--- src/rtl/exec_pkg.sv ---
// Shared types and constants for the execute-stage sequencer: FSM encoding,
// ARM condition codes, flag bit positions in the {Z,C,N,V} nibble.
package exec_pkg;

  localparam int         UOP_W  = 5;
  localparam logic [3:0] PC_REG = 4'd15;

  typedef enum logic [2:0] {
    ST_IDLE = 3'd0,
    ST_COND = 3'd1,
    ST_EXEC = 3'd2,
    ST_WB   = 3'd3,
    ST_DONE = 3'd4
  } state_e;

  localparam logic [3:0] COND_EQ = 4'h0;
  localparam logic [3:0] COND_NE = 4'h1;
  localparam logic [3:0] COND_CS = 4'h2;
  localparam logic [3:0] COND_CC = 4'h3;
  localparam logic [3:0] COND_MI = 4'h4;
  localparam logic [3:0] COND_PL = 4'h5;
  localparam logic [3:0] COND_VS = 4'h6;
  localparam logic [3:0] COND_VC = 4'h7;
  localparam logic [3:0] COND_HI = 4'h8;
  localparam logic [3:0] COND_LS = 4'h9;
  localparam logic [3:0] COND_GE = 4'hA;
  localparam logic [3:0] COND_LT = 4'hB;
  localparam logic [3:0] COND_GT = 4'hC;
  localparam logic [3:0] COND_LE = 4'hD;
  localparam logic [3:0] COND_AL = 4'hE;
  localparam logic [3:0] COND_NV = 4'hF;

  localparam int FLAG_Z = 3;
  localparam int FLAG_C = 2;
  localparam int FLAG_N = 1;
  localparam int FLAG_V = 0;

endpackage

--- src/rtl/cond_check.sv ---
// ARM condition-code evaluator; purely combinational, zero latency.
// The reserved 1111 code never passes.
module cond_check
  import exec_pkg::*;
(
  input  logic [3:0] cond_i,
  input  logic [3:0] flags_i,
  output logic       pass_o
);

  logic z, c, n, v;

  always_comb begin
    z = flags_i[FLAG_Z];
    c = flags_i[FLAG_C];
    n = flags_i[FLAG_N];
    v = flags_i[FLAG_V];
    pass_o = 1'b0;
    unique case (cond_i)
      COND_EQ: pass_o = z;
      COND_NE: pass_o = !z;
      COND_CS: pass_o = c;
      COND_CC: pass_o = !c;
      COND_MI: pass_o = n;
      COND_PL: pass_o = !n;
      COND_VS: pass_o = v;
      COND_VC: pass_o = !v;
      COND_HI: pass_o = c && !z;
      COND_LS: pass_o = !c || z;
      COND_GE: pass_o = (n == v);
      COND_LT: pass_o = (n != v);
      COND_GT: pass_o = !z && (n == v);
      COND_LE: pass_o = z || (n != v);
      COND_AL: pass_o = 1'b1;
      default: pass_o = 1'b0;
    endcase
  end

endmodule

--- src/rtl/exec_ctrl.sv ---
// Execute sequencer: accept -> COND -> EXEC -> WB -> DONE; done in cycle 4 (2 if skipped).
// instr_ready is high only in IDLE, so decode stalls for the whole instruction.
module exec_ctrl #(
  parameter int         DATA_W = 32,
  parameter int         UOP_W  = exec_pkg::UOP_W,
  parameter logic [3:0] PC_REG = exec_pkg::PC_REG
) (
  input  logic              clock,
  input  logic              reset_n,
  input  logic              instr_valid,
  output logic              instr_ready,
  input  logic [3:0]        cond_in,
  input  logic [UOP_W-1:0]  uop_in,
  input  logic [3:0]        rd_in,
  input  logic [3:0]        rn_in,
  input  logic [3:0]        rm_in,
  input  logic              use_imm_in,
  input  logic [DATA_W-1:0] imm_in,
  input  logic              set_flags_in,
  input  logic              write_rd_in,
  input  logic [3:0]        flags_cur,
  output logic [3:0]        sel_p0,
  output logic [3:0]        sel_p1,
  output logic [3:0]        sel_in,
  output logic [UOP_W-1:0]  uop,
  output logic              rhs_imm_sel,
  output logic [DATA_W-1:0] imm_out,
  output logic              in_reg_enable,
  output logic              flags_enable,
  output logic              pc_write,
  output logic              done,
  output logic              skipped
);

  import exec_pkg::*;

  state_e              state_q;
  logic [3:0]          cond_q, rd_q, rn_q, rm_q;
  logic [UOP_W-1:0]    uop_q;
  logic                use_imm_q, set_flags_q, write_rd_q;
  logic [DATA_W-1:0]   imm_q;

  logic [3:0]          sel_p0_q, sel_p1_q, sel_in_q;
  logic [UOP_W-1:0]    uop_out_q;
  logic                rhs_q, in_reg_en_q, flags_en_q, pc_write_q, done_q, skipped_q;
  logic [DATA_W-1:0]   imm_out_q;
  logic                cond_pass;

  cond_check u_cond_check (
    .cond_i  (cond_q),
    .flags_i (flags_cur),
    .pass_o  (cond_pass)
  );

  // Outputs are registered on the transition into the state that owns them,
  // so every enable comes straight off a flop cleared by the async reset.
  always_ff @(posedge clock or negedge reset_n) begin
    if (!reset_n) begin
      state_q     <= ST_IDLE;
      cond_q      <= '0;
      uop_q       <= '0;
      rd_q        <= '0;
      rn_q        <= '0;
      rm_q        <= '0;
      use_imm_q   <= 1'b0;
      imm_q       <= '0;
      set_flags_q <= 1'b0;
      write_rd_q  <= 1'b0;
      sel_p0_q    <= '0;
      sel_p1_q    <= '0;
      sel_in_q    <= '0;
      uop_out_q   <= '0;
      rhs_q       <= 1'b0;
      imm_out_q   <= '0;
      in_reg_en_q <= 1'b0;
      flags_en_q  <= 1'b0;
      pc_write_q  <= 1'b0;
      done_q      <= 1'b0;
      skipped_q   <= 1'b0;
    end else begin
      in_reg_en_q <= 1'b0;
      flags_en_q  <= 1'b0;
      pc_write_q  <= 1'b0;
      done_q      <= 1'b0;
      unique case (state_q)
        ST_IDLE: begin
          if (instr_valid) begin
            cond_q      <= cond_in;
            uop_q       <= uop_in;
            rd_q        <= rd_in;
            rn_q        <= rn_in;
            rm_q        <= rm_in;
            use_imm_q   <= use_imm_in;
            imm_q       <= imm_in;
            set_flags_q <= set_flags_in;
            write_rd_q  <= write_rd_in;
            state_q     <= ST_COND;
          end
        end
        ST_COND: begin
          if (cond_pass) begin
            sel_p0_q  <= rn_q;
            sel_p1_q  <= rm_q;
            uop_out_q <= uop_q;
            rhs_q     <= use_imm_q;
            imm_out_q <= imm_q;
            state_q   <= ST_EXEC;
          end else begin
            done_q    <= 1'b1;
            skipped_q <= 1'b1;
            state_q   <= ST_DONE;
          end
        end
        ST_EXEC: begin
          sel_in_q    <= rd_q;
          in_reg_en_q <= write_rd_q && (rd_q != PC_REG);
          pc_write_q  <= write_rd_q && (rd_q == PC_REG);
          flags_en_q  <= set_flags_q;
          state_q     <= ST_WB;
        end
        ST_WB: begin
          sel_p0_q  <= '0;
          sel_p1_q  <= '0;
          sel_in_q  <= '0;
          uop_out_q <= '0;
          rhs_q     <= 1'b0;
          imm_out_q <= '0;
          done_q    <= 1'b1;
          state_q   <= ST_DONE;
        end
        ST_DONE: begin
          skipped_q <= 1'b0;
          state_q   <= ST_IDLE;
        end
        default: state_q <= ST_IDLE;
      endcase
    end
  end

  assign instr_ready   = reset_n && (state_q == ST_IDLE);
  assign sel_p0        = sel_p0_q;
  assign sel_p1        = sel_p1_q;
  assign sel_in        = sel_in_q;
  assign uop           = uop_out_q;
  assign rhs_imm_sel   = rhs_q;
  assign imm_out       = imm_out_q;
  assign in_reg_enable = in_reg_en_q;
  assign flags_enable  = flags_en_q;
  assign pc_write      = pc_write_q;
  assign done          = done_q;
  assign skipped       = skipped_q;

endmodule

--- config.mk ---
export PLATFORM = sky130hd
export DESIGN_NAME = exec_ctrl
export DESIGN_NICKNAME = d
export VERILOG_FILES = /design/src/rtl/exec_pkg.sv /design/src/rtl/cond_check.sv /design/src/rtl/exec_ctrl.sv
export SDC_FILE = /design/constraint.sdc
export NUM_CORES = 1
export LEC_CHECK = 0
export BUFFER_PORTS_ARGS = -buffer_cell sky130_fd_sc_hd__buf_2
export CORE_MARGIN = 2
export CORE_UTILIZATION = 35
export DETAILED_ROUTE_END_ITERATION = 16
export SYNTH_ARGS = -nofsm -noshare
export SYNTH_HDL_FRONTEND = slang
export SYNTH_SLANG_ARGS = --single-unit
--- constraint.sdc ---
create_clock -name clock -period 5.81 [get_ports clock]
set_input_delay 0.2905 -clock clock [delete_from_list [all_inputs] [get_ports clock]]
set_output_delay 0.2905 -clock clock [all_outputs]
set_load 0.01 [all_outputs]
# [After elaboration in Yosys (flattened, before gate mapping)]
# Index checks and enable logic that the tools add are counted.
[word_totals] reg_bits=114 inputBits=63 word_cells=87
[classes] n_eq_ne=25 muxes=22 n_reduce_logical=19
[op_table] operator="$pmux W32 S2" count=1
[op_table] operator="$eq A4 B4 Y1 const B" count=8
[op_table] operator="$mux W32" count=1
[op_table] operator="$pmux W4 S2" count=3
[op_table] operator="$eq A4 B3 Y1 const B" count=4
[op_table] operator="$pmux W1 S15" count=1
[op_table] operator="$pmux W3 S4" count=1
[op_table] operator="$pmux W5 S2" count=1
[op_table] operator="$eq A4 B2 Y1 const B" count=2
[op_table] operator="$mux W4" count=2
[op_table] operator="$eq A3 B2 Y1 const B" count=2
[op_table] operator="$mux W1" count=6
[op_table] operator="$mux W3" count=2
[op_table] operator="$ne A2 B2 Y1 const B" count=3
[op_table] operator="$pmux W1 S2" count=3
[op_table] operator="$reduce_and A2 Y1" count=3
[op_table] operator="$reduce_bool A2 Y1" count=3
[op_table] operator="$logic_and A1 B1 Y1" count=5
[op_table] operator="$mux W5" count=1
[op_table] operator="$eq A4 B1 Y1 const B" count=1
[op_table] operator="$logic_not A1 Y1" count=4
[op_table] operator="$logic_not A4 Y1" count=1
[op_table] operator="$ne A4 B4 Y1 const B" count=1
[op_table] operator="$eq A3 B1 Y1 const B" count=1
[op_table] operator="other kinds (5)" count=6

# [Logic depth before layout (Yosys ltp)]
# Gate-level depths: netlist of run 1.
[depth] ltp_word=5 depth_mapped=8 mapped_depth_nobuf=5

# [By module]
# From an unflattened synthesis of run 1, not the netlist that was laid out.
[hier_totals] hier_cells=297 hier_area_um2=4453.0
[by_module_without_submodules] mod="exec_ctrl" instances=1 cells_per_inst=269 area_per_inst_um2=4259.1
[by_module_without_submodules] mod="cond_check" instances=1 cells_per_inst=28 area_per_inst_um2=193.9

# [Worst setup path before layout of run 1]
# Ideal clock, no wire load.
[synth_path] path_kind="register -> register" from="reg cond_q[2]" to="reg imm_out_q[0] (netlist: imm_out[0])" arrival_ps=1904 slack_ps=3785 stages_incl_launch_ff=8 n_path_buf=2 period_less_slack_ps=2025 cell_sequence="dfrtp_1 > or4b_1 > a311oi_1 > a211oi_1 > a41o_1 > buf_2 > buf_2 > a22o_1"
[synth_via] elab_chain_cells=4
[synth_rtl] item="from (decl)" line="exec_ctrl.sv:38" source="logic [3:0] cond_q, rd_q, rn_q, rm_q;"
[synth_rtl] item="from (signal assigned)" line="exec_ctrl.sv:88" source="cond_q <= cond_in;"
[synth_rtl] item="$eq A4 B4 Y1, or another cell as far along" line="cond_check.sv:19" source="unique case (cond_i)"
[synth_rtl] item="$pmux W1 S15 (*)" line="cond_check.sv:19"
[synth_rtl] item="$ne A2 B2 Y1 (no line) (*)"
[synth_rtl] item="$reduce_and A2 Y1 (no line) (*)"
[synth_rtl] item="to (signal assigned)" line="exec_ctrl.sv:106" source="imm_out_q <= imm_q;"
[synth_rtl] item="to (decl)" line="exec_ctrl.sv:46" source="logic [DATA_W-1:0] imm_out_q;"
# Mark *: on every way between the ends. The rest lies on a longest branch, timed or not.
# A chain may end at the register's enable or synchronous reset.

# [Final worst setup path of run 1]
[layout_path] from="reg cond_q[2]" to="reg sel_p0_q[3] (netlist: sel_p0[3])"
[layout_via] elab_chain_cells=4
[layout_rtl] item="$eq A4 B4 Y1, or another cell as far along" line="cond_check.sv:19"
[layout_rtl] item="$pmux W1 S15 (*)" line="cond_check.sv:19"
[layout_rtl] item="$ne A2 B2 Y1 (no line) (*)"
[layout_rtl] item="$reduce_and A2 Y1 (no line) (*)"
[layout_rtl] item="to (signal assigned)" line="exec_ctrl.sv:102" source="sel_p0_q <= rn_q;"
[layout_rtl] item="to (decl)" line="exec_ctrl.sv:43" source="logic [3:0] sel_p0_q, sel_p1_q, sel_in_q;"
# Marked as above.

==> results of run 1 <==
registers in the layout, summed over array words and instances, names as in the netlist, 3 cells and up:
register,cells
sel_p1,4
uop_q,5
rn_q,4
sel_in,4
imm_q,32
uop,5
imm_out,32
state_q,3
rd_q,4
rm_q,4
sel_p0,4
cond_q,4
how the worst max path moves through the flow:
stage	from	slack (ps)	endpoint
2_1_floorplan	cond_q[2]	3780	imm_out[0]
3_3_place_gp	cond_q[2]	2670	imm_out[20]
3_5_place_dp	cond_q[2]	2590	sel_p0[3]
4_1_cts	cond_q[2]	2570	sel_p1[2]
5_1_grt	cond_q[2]	2390	imm_out[30]
6_report	cond_q[2]	2620	sel_p0[3]
power by group through the flow:
stage	Clock [uW]	Combinational (uW)	Sequential [uW]
after floorplan	0	746	1380
after global placement	0	1030	1380
after detailed placement	0	1070	1390
after CTS	1140	1070	1390
after global routing	1180	1160	1440
final	1110	1050	1390
cell usage in the layout, fill, tap and decap left out, types with 2 or more instances in the layout:
cell,n
sky130_fd_sc_hd__a21oi_1,2
sky130_fd_sc_hd__mux2_2,56
sky130_fd_sc_hd__buf_2,117
sky130_fd_sc_hd__nand3_1,3
sky130_fd_sc_hd__a211oi_1,2
sky130_fd_sc_hd__bufinv_16,4
sky130_fd_sc_hd__clkinvlp_4,2
sky130_fd_sc_hd__nor2_1,8
sky130_fd_sc_hd__and3_1,2
sky130_fd_sc_hd__o21ai_0,6
sky130_fd_sc_hd__o32ai_1,2
sky130_fd_sc_hd__inv_1,2
sky130_fd_sc_hd__and2_1,2
sky130_fd_sc_hd__nand2_1,7
sky130_fd_sc_hd__xnor2_1,2
sky130_fd_sc_hd__mux2i_1,2
sky130_fd_sc_hd__clkbuf_8,5
sky130_fd_sc_hd__nand4b_1,2
sky130_fd_sc_hd__clkbuf_16,17
sky130_fd_sc_hd__dfrtp_1,114
sky130_fd_sc_hd__a22o_1,46
sky130_fd_sc_hd__buf_4,4
sky130_fd_sc_hd__nand2b_1,8
worst register-to-register path, cell delays in order, from the launching register on:
cell                       delay, ps
sky130_fd_sc_hd__dfrtp_1         480
sky130_fd_sc_hd__or4b_1          560
sky130_fd_sc_hd__a311oi_1        240
sky130_fd_sc_hd__a211oi_1        160
sky130_fd_sc_hd__a311oi_4       1010
sky130_fd_sc_hd__buf_4           460
sky130_fd_sc_hd__a22o_1          210
stage by stage:
step	util (%)	total power [uW]
final	46.6	3550
after global routing	46.6	3780
after CTS	46.6	3600
after detailed placement	41.3	2460
after global placement	41.3	2410
after floorplan	-	2120
timing repair:
item | 4_1_cts | 5_1_grt
gates resized for setup | 0 | 0
hold buffers | 1 | 0
setup buffers | 0 | 0
hold endpoints to repair | 33 | 0
final cells by class:
| type | instances | area, sq um |
|---|---|---|
| fill | 1103 | 6660 |
| sequential | 114 | 2850 |
| clock inverter | 8 | 149 |
| timing repair buffer | 122 | 626 |
| tap | 172 | 215 |
| inverter | 2 | 7.51 |
| multi-input combinational | 166 | 1460 |
| clock buffer | 23 | 498 |
cells by family after synthesis:
group | count (synthesis) | synth area share [%]
AOI/OAI and AO/OA | 66 | 12.6
DFF | 114 | 64.4
and+or+nand+nor | 40 | 4.97
buffers and inverters | 23 | 2.91
muxes | 58 | 14.7
xor gates and xnor gates | 2 | 0.396
routing by layer:
metal / vias to the layer above / track usage, %
li1: 1357 / -
met1: 1474 / 20.3
met2: 98 / 22.3
met3: 19 / 5.24
met4: 0 / 6.11
met5: - / 0
==> impl_metrics.csv, run 1 <==
group,metric,value,unit
status,outcome,"finished clean",
worst_setup_path,critPathBufInv,1,
clocking,clk_path_buf_depth,2,
power_and_ir_drop,power-per-cell-area,611,mW/mm^2
placed_design,place_worst_setup_slack,2590,ps
worst_setup_path,crit-reg2reg-capture,"sel_p0[3]",
logic_synthesis,ys.flop_type,"sky130_fd_sc_hd__dfrtp_1",
placed_design,gp_congestion,0.837,
clocking,cts_tree,"done",
floorplanning,die_area,0.0136,sq mm
timing,skew,5.44,ps
power_and_ir_drop,ir_drop,0.260,mV
timing,timing.final.crit_share,54.9,%
placed_design,placed_cells_incl_taps,575,
worst_setup_path,timing.rr.start,"cond_q[2]",
worst_setup_path,r2r_cells,6,
worst_setup_path,worstSetupPathType,"reg2reg",
timing,fin_ws,2620,ps
routing,postRouteWirelength,9.66,mm
final_layout,diodes,0,
routing,antenna_left,0,
placed_design,dp_hpwl,6.25,mm
placed_design,port_bufs,118,
worst_setup_path,cp-start-kind,"register",
worst_hold_path,hold_path_class,"in2reg",
power_and_ir_drop,share_clk_of_total_power,31.4,%
timing,rsz0062_at_grt,"no",
timing,achievable-frequency,0.313,GHz
routing,dr_wl_met2,4.36,mm
worst_setup_path,endpoint_arrival_time_on_the_critical_path,3520,ps
logic_synthesis,async_reset_ff_share,100,%
timing,period_minus_slack,3190,ps
placed_design,postPlaceCellArea,0.00515,sq mm
grt,total_congestion_overflow,0,
worst_setup_path,cp_peak_stage_delay,1010,ps
grt,grt_antenna_before_repair,0,
clocking,worst_skew_pair.late_latency,400,ps
logic_synthesis,synth-warning-count,0,
power_and_ir_drop,netSwitchingFraction,30.2,%
worst_setup_path,crit_path_cell_trace,"or4b_1 -> a311oi_1 -> a211oi_1 -> a311oi_4 -> buf_4 -> a22o_1",
job,drv.max_cap_violation_count,0,
grt,number_of_global_route_vias_before_repair,2987,
timing,setup_viol,0,
worst_hold_path,hold-path-endpoint,"imm_q[6]",
worst_setup_path,crit_end_category,"register",
floorplanning,initial_utilization,35.5,%
clocking,numClockSinks,114,
floorplanning,core_region_area,0.0125,sq mm
logic_synthesis,synth_top_cells_by_area,"sky130_fd_sc_hd__dfrtp_1, sky130_fd_sc_hd__mux2_2, sky130_fd_sc_hd__a22o_1, sky130_fd_sc_hd__buf_2, sky130_fd_sc_hd__nand2b_1",
floorplanning,dieHeight,116,um
grt,grt_first_pass_wirelength,15.3,mm
power_and_ir_drop,p_comb_share,29.5,%
logic_synthesis,ys_seq_area_share,64.4,%
final_layout,flow.area_growth_from_synthesis,31.2,%
logic_synthesis,synth_top_area_cell,"sky130_fd_sc_hd__dfrtp_1",
final_layout,stdcell_count,607,
logic_synthesis,yosys.area.top_type_share,64.4,%
final_layout,fin_nets,486,
logic_synthesis,synth_commonest_cells,"sky130_fd_sc_hd__dfrtp_1, sky130_fd_sc_hd__mux2_2, sky130_fd_sc_hd__a22o_1",
timing,hold_viol_final,0,
timing,holdWs,117,ps
worst_setup_path,timing.critical_path.required,6140,ps
logic_synthesis,post_synth.cell_area_avg,14.6,sq um
routing,routed-wl-met3,567,um
clocking,clkSlewWorstSetupHoldPaths,50,ps
logic_synthesis,number_of_flops_mapped_to_enable_cells_by_yosys,0,
floorplanning,floorplan.die.width,116,um
worst_setup_path,critPathTopFamily,"compound AO/OA/AOI/OAI gates",
power_and_ir_drop,internal-power,2480,uW
power_and_ir_drop,leakage,0.00281,uW
routing,route.layer.met1.wl,4.57,mm
clocking,clk_root_buffer_cell,"sky130_fd_sc_hd__clkbuf_16",
clocking,htreeDepth,4,
timing,finalMaxSlewViolations,0,
routing,maxUsedRoutingLayer,"met4",
worst_setup_path,critical-path-slowest-cell,"sky130_fd_sc_hd__a311oi_4",
power_and_ir_drop,power.share.sequential,39.1,%
logic_synthesis,post_synth_instance_area,0.00443,sq mm
logic_synthesis,most_frequent_cell_after_synthesis,"sky130_fd_sc_hd__dfrtp_1",
worst_hold_path,min_from,"imm_in[6]",
worst_setup_path,worst-path-max-fanout,26,
floorplanning,floorplan.io_pins,119,
routing,post_drt_wl_per_cell,15.9,um
worst_hold_path,min_path_cells,2,
grt,grt_start_max_net_pins,82,
worst_setup_path,crit_cells,6,
routing,vias_per_cell,4.86,
grt,grt_usage,15.1,%
floorplanning,standard_cell_row_count,41,
logic_synthesis,net_count_of_the_mapped_netlist,366,
routing,detail_route.drc_violations,0,
routing,dr_total_vias,2948,
final_layout,finish.instance_area,0.00581,sq mm
logic_synthesis,netlist_instances,303,
logic_synthesis,number_of_synthesized_register_bits,114,
routing,drt_first_iter_violations,162,
logic_synthesis,synth.lib_cells_used.distinct,36,
final_layout,post_route_cells_drive_above_1_share,49.0,%
timing,tightest_slew,1120,ps
routing,dr.pass1.iters,4,
timing,setup_total_negative_slack,0,ps
clocking,tritoncts.num_buffers,17,
worst_setup_path,worst-r2r-setup-slack,2620,ps
timing,relSlewSlack,25.6,%
power_and_ir_drop,p_sw,1070,uW
(Power assumes the default switching activity.)
==> run 2: changes to the inputs <==
==> constraint.sdc (replaced) <==
create_clock -name clock -period 2.8 [get_ports clock]
set_input_delay 0.14 -clock clock [delete_from_list [all_inputs] [get_ports clock]]
set_output_delay 0.14 -clock clock [all_outputs]
set_load 0.01 [all_outputs]
==> run 2 against run 1 <==
Effect of this change: fmax up 32%; final area up 9.2%; clock skew up 4.1 ps; largest power group unchanged; flip-flop and latch count unchanged; largest cell class unchanged.
==> impl_metrics.csv, run 2 (synthesis gave the netlist of run 1 again) <==
group,metric,value,unit
status,outcome,"finished clean",
routing,drt_first_iter_violations,167,
routing,dr_total_vias,3139,
power_and_ir_drop,leakage,0.00304,uW
clocking,clk_path_buf_depth,2,
routing,vias_per_cell,4.71,
placed_design,dp_hpwl,6.36,mm
timing,setup_viol,0,
job,drv.max_cap_violation_count,0,
routing,antenna_left,0,
timing,rsz0062_at_grt,"no",
power_and_ir_drop,power.share.sequential,40.1,%
placed_design,gp_congestion,0.834,
final_layout,stdcell_count,667,
clocking,htreeDepth,4,
grt,grt_first_pass_wirelength,16.0,mm
power_and_ir_drop,ir_drop,0.526,mV
worst_hold_path,hold_path_class,"in2async",
final_layout,fin_nets,547,
power_and_ir_drop,internal-power,4950,uW
clocking,post_cts.resized_instances,0,
clocking,clkSlewWorstSetupHoldPaths,50,ps
floorplanning,dieHeight,116,um
clocking,worst_skew_pair.late_latency,410,ps
clocking,cts_tree,"done",
clocking,tritoncts.num_buffers,17,
final_layout,most_frequent_cells_in_the_layout,"sky130_fd_sc_hd__buf_2, sky130_fd_sc_hd__dfrtp_1, sky130_fd_sc_hd__dlygate4sd3_1",
power_and_ir_drop,netSwitchingFraction,31.2,%
timing,relSlewSlack,48.7,%
clocking,holdBufCountCts,58,
final_layout,final_common_cell,"sky130_fd_sc_hd__buf_2",
floorplanning,die_area,0.0136,sq mm
timing,tightest_slew,764,ps
clocking,clk_root_buffer_cell,"sky130_fd_sc_hd__clkbuf_16",
floorplanning,floorplan.io_pins,119,
worst_setup_path,r2r_cells,6,
worst_setup_path,worst-path-max-fanout,28,
grt,number_of_global_route_vias_before_repair,3200,
placed_design,port_bufs,118,
final_layout,diodes,0,
power_and_ir_drop,p_sw,2250,uW
floorplanning,core_region_area,0.0125,sq mm
clocking,numClockSinks,114,
timing,period_minus_slack,2420,ps
worst_setup_path,timing.rr.start,"cond_q[2]",
power_and_ir_drop,p_comb_share,31.8,%
timing,timing.final.crit_share,86.6,%
routing,dr.pass1.iters,4,
final_layout,post_route_cells_drive_above_1_share,43.4,%
grt,grt_usage,15.7,%
timing,hold_viol_final,0,
clocking,postCtsSetupRepairBufs,0,
timing,skew,9.51,ps
routing,post_drt_wl_per_cell,15.0,um
timing,finalMaxSlewViolations,0,
floorplanning,initial_utilization,35.5,%
grt,grt_start_max_net_pins,93,
timing,achievable-frequency,0.412,GHz
power_and_ir_drop,power-per-cell-area,1130,mW/mm^2
worst_setup_path,timing.critical_path.required,3140,ps
grt,grt_antenna_before_repair,0,
power_and_ir_drop,share_clk_of_total_power,28.1,%
worst_setup_path,endpoint_arrival_time_on_the_critical_path,2770,ps
worst_setup_path,worstSetupPathType,"reg2reg",
floorplanning,standard_cell_row_count,41,
placed_design,placed_cells_incl_taps,579,
final_layout,flow.area_growth_from_synthesis,43.3,%
worst_setup_path,cp-start-kind,"register",
worst_setup_path,crit_end_category,"register",
final_layout,fillers,1090,
routing,postRouteWirelength,10.0,mm
floorplanning,floorplan.die.width,116,um
routing,detail_route.drc_violations,0,
worst_setup_path,crit-reg2reg-capture,"sel_p1[3]",
worst_setup_path,worst-r2r-setup-slack,380,ps
timing,setup_total_negative_slack,0,ps
grt,total_congestion_overflow,0,
## run 2: per-stage QoR
step	hold WS [ps]	area [sq um]	power, uW	worst slack [ps]	util [%]
after global routing	197	6350	7670	141	50.9
after detailed placement	66.5	5210	5160	400	41.8
after floorplan	-156	4430	4400	775	-
after global placement	65.8	5210	5070	430	41.8
after CTS	164	6350	7290	387	50.9
final	181	6350	7190	375	50.9
## run 2: final cells by class
class                      instances  area (sq um)  area share [%]
tap                              172           215            3.39
multi-input combinational        166          1460            23.0
clock inverter                    10           111            1.75
inverter                           2          7.51           0.118
timing repair buffer             183          1250            19.7
clock buffer                      20           447            7.04
sequential                       114          2850            45.0
## run 2: how the worst max path moves through the flow
stage / startpoint / end / slack [ps] / depth (start not counted)
after floorplan: cond_q[2] / imm_out[0] / 770 / 7
after global placement: cond_q[2] / imm_out[20] / 430 / 6
after detailed placement: cond_q[2] / imm_out[25] / 400 / 6
after CTS: cond_q[2] / imm_out[30] / 390 / 6
after global routing: cond_q[0] / imm_out[24] / 140 / 6
final: cond_q[2] / sel_p1[3] / 380 / 6
## run 2: per-layer routing
layer	GRT usage (%)	part of all wire (%)	vias up
met1	20.3	46	1554
met5	0	0	-
met2	23.7	47	91
met3	6.49	5.4	13
li1	-	-	1481
met4	6.27	1.5	0
## run 2: worst max-delay path: stages (launching register included)
cell and delay, ps:
sky130_fd_sc_hd__dfrtp_1 480, sky130_fd_sc_hd__or4b_1 550, sky130_fd_sc_hd__a311oi_1 250, sky130_fd_sc_hd__a211oi_1 180, sky130_fd_sc_hd__a311oi_4 340, sky130_fd_sc_hd__buf_4 360
sky130_fd_sc_hd__a22o_1 200
## run 2: power groups by stage
stage | clock [uW] | combinational [uW] | sequential (uW)
after floorplan | 0 | 1550 | 2850
after global placement | 0 | 2200 | 2870
after detailed placement | 0 | 2260 | 2890
after CTS | 2070 | 2330 | 2890
after global routing | 2150 | 2530 | 2980
final | 2020 | 2290 | 2880
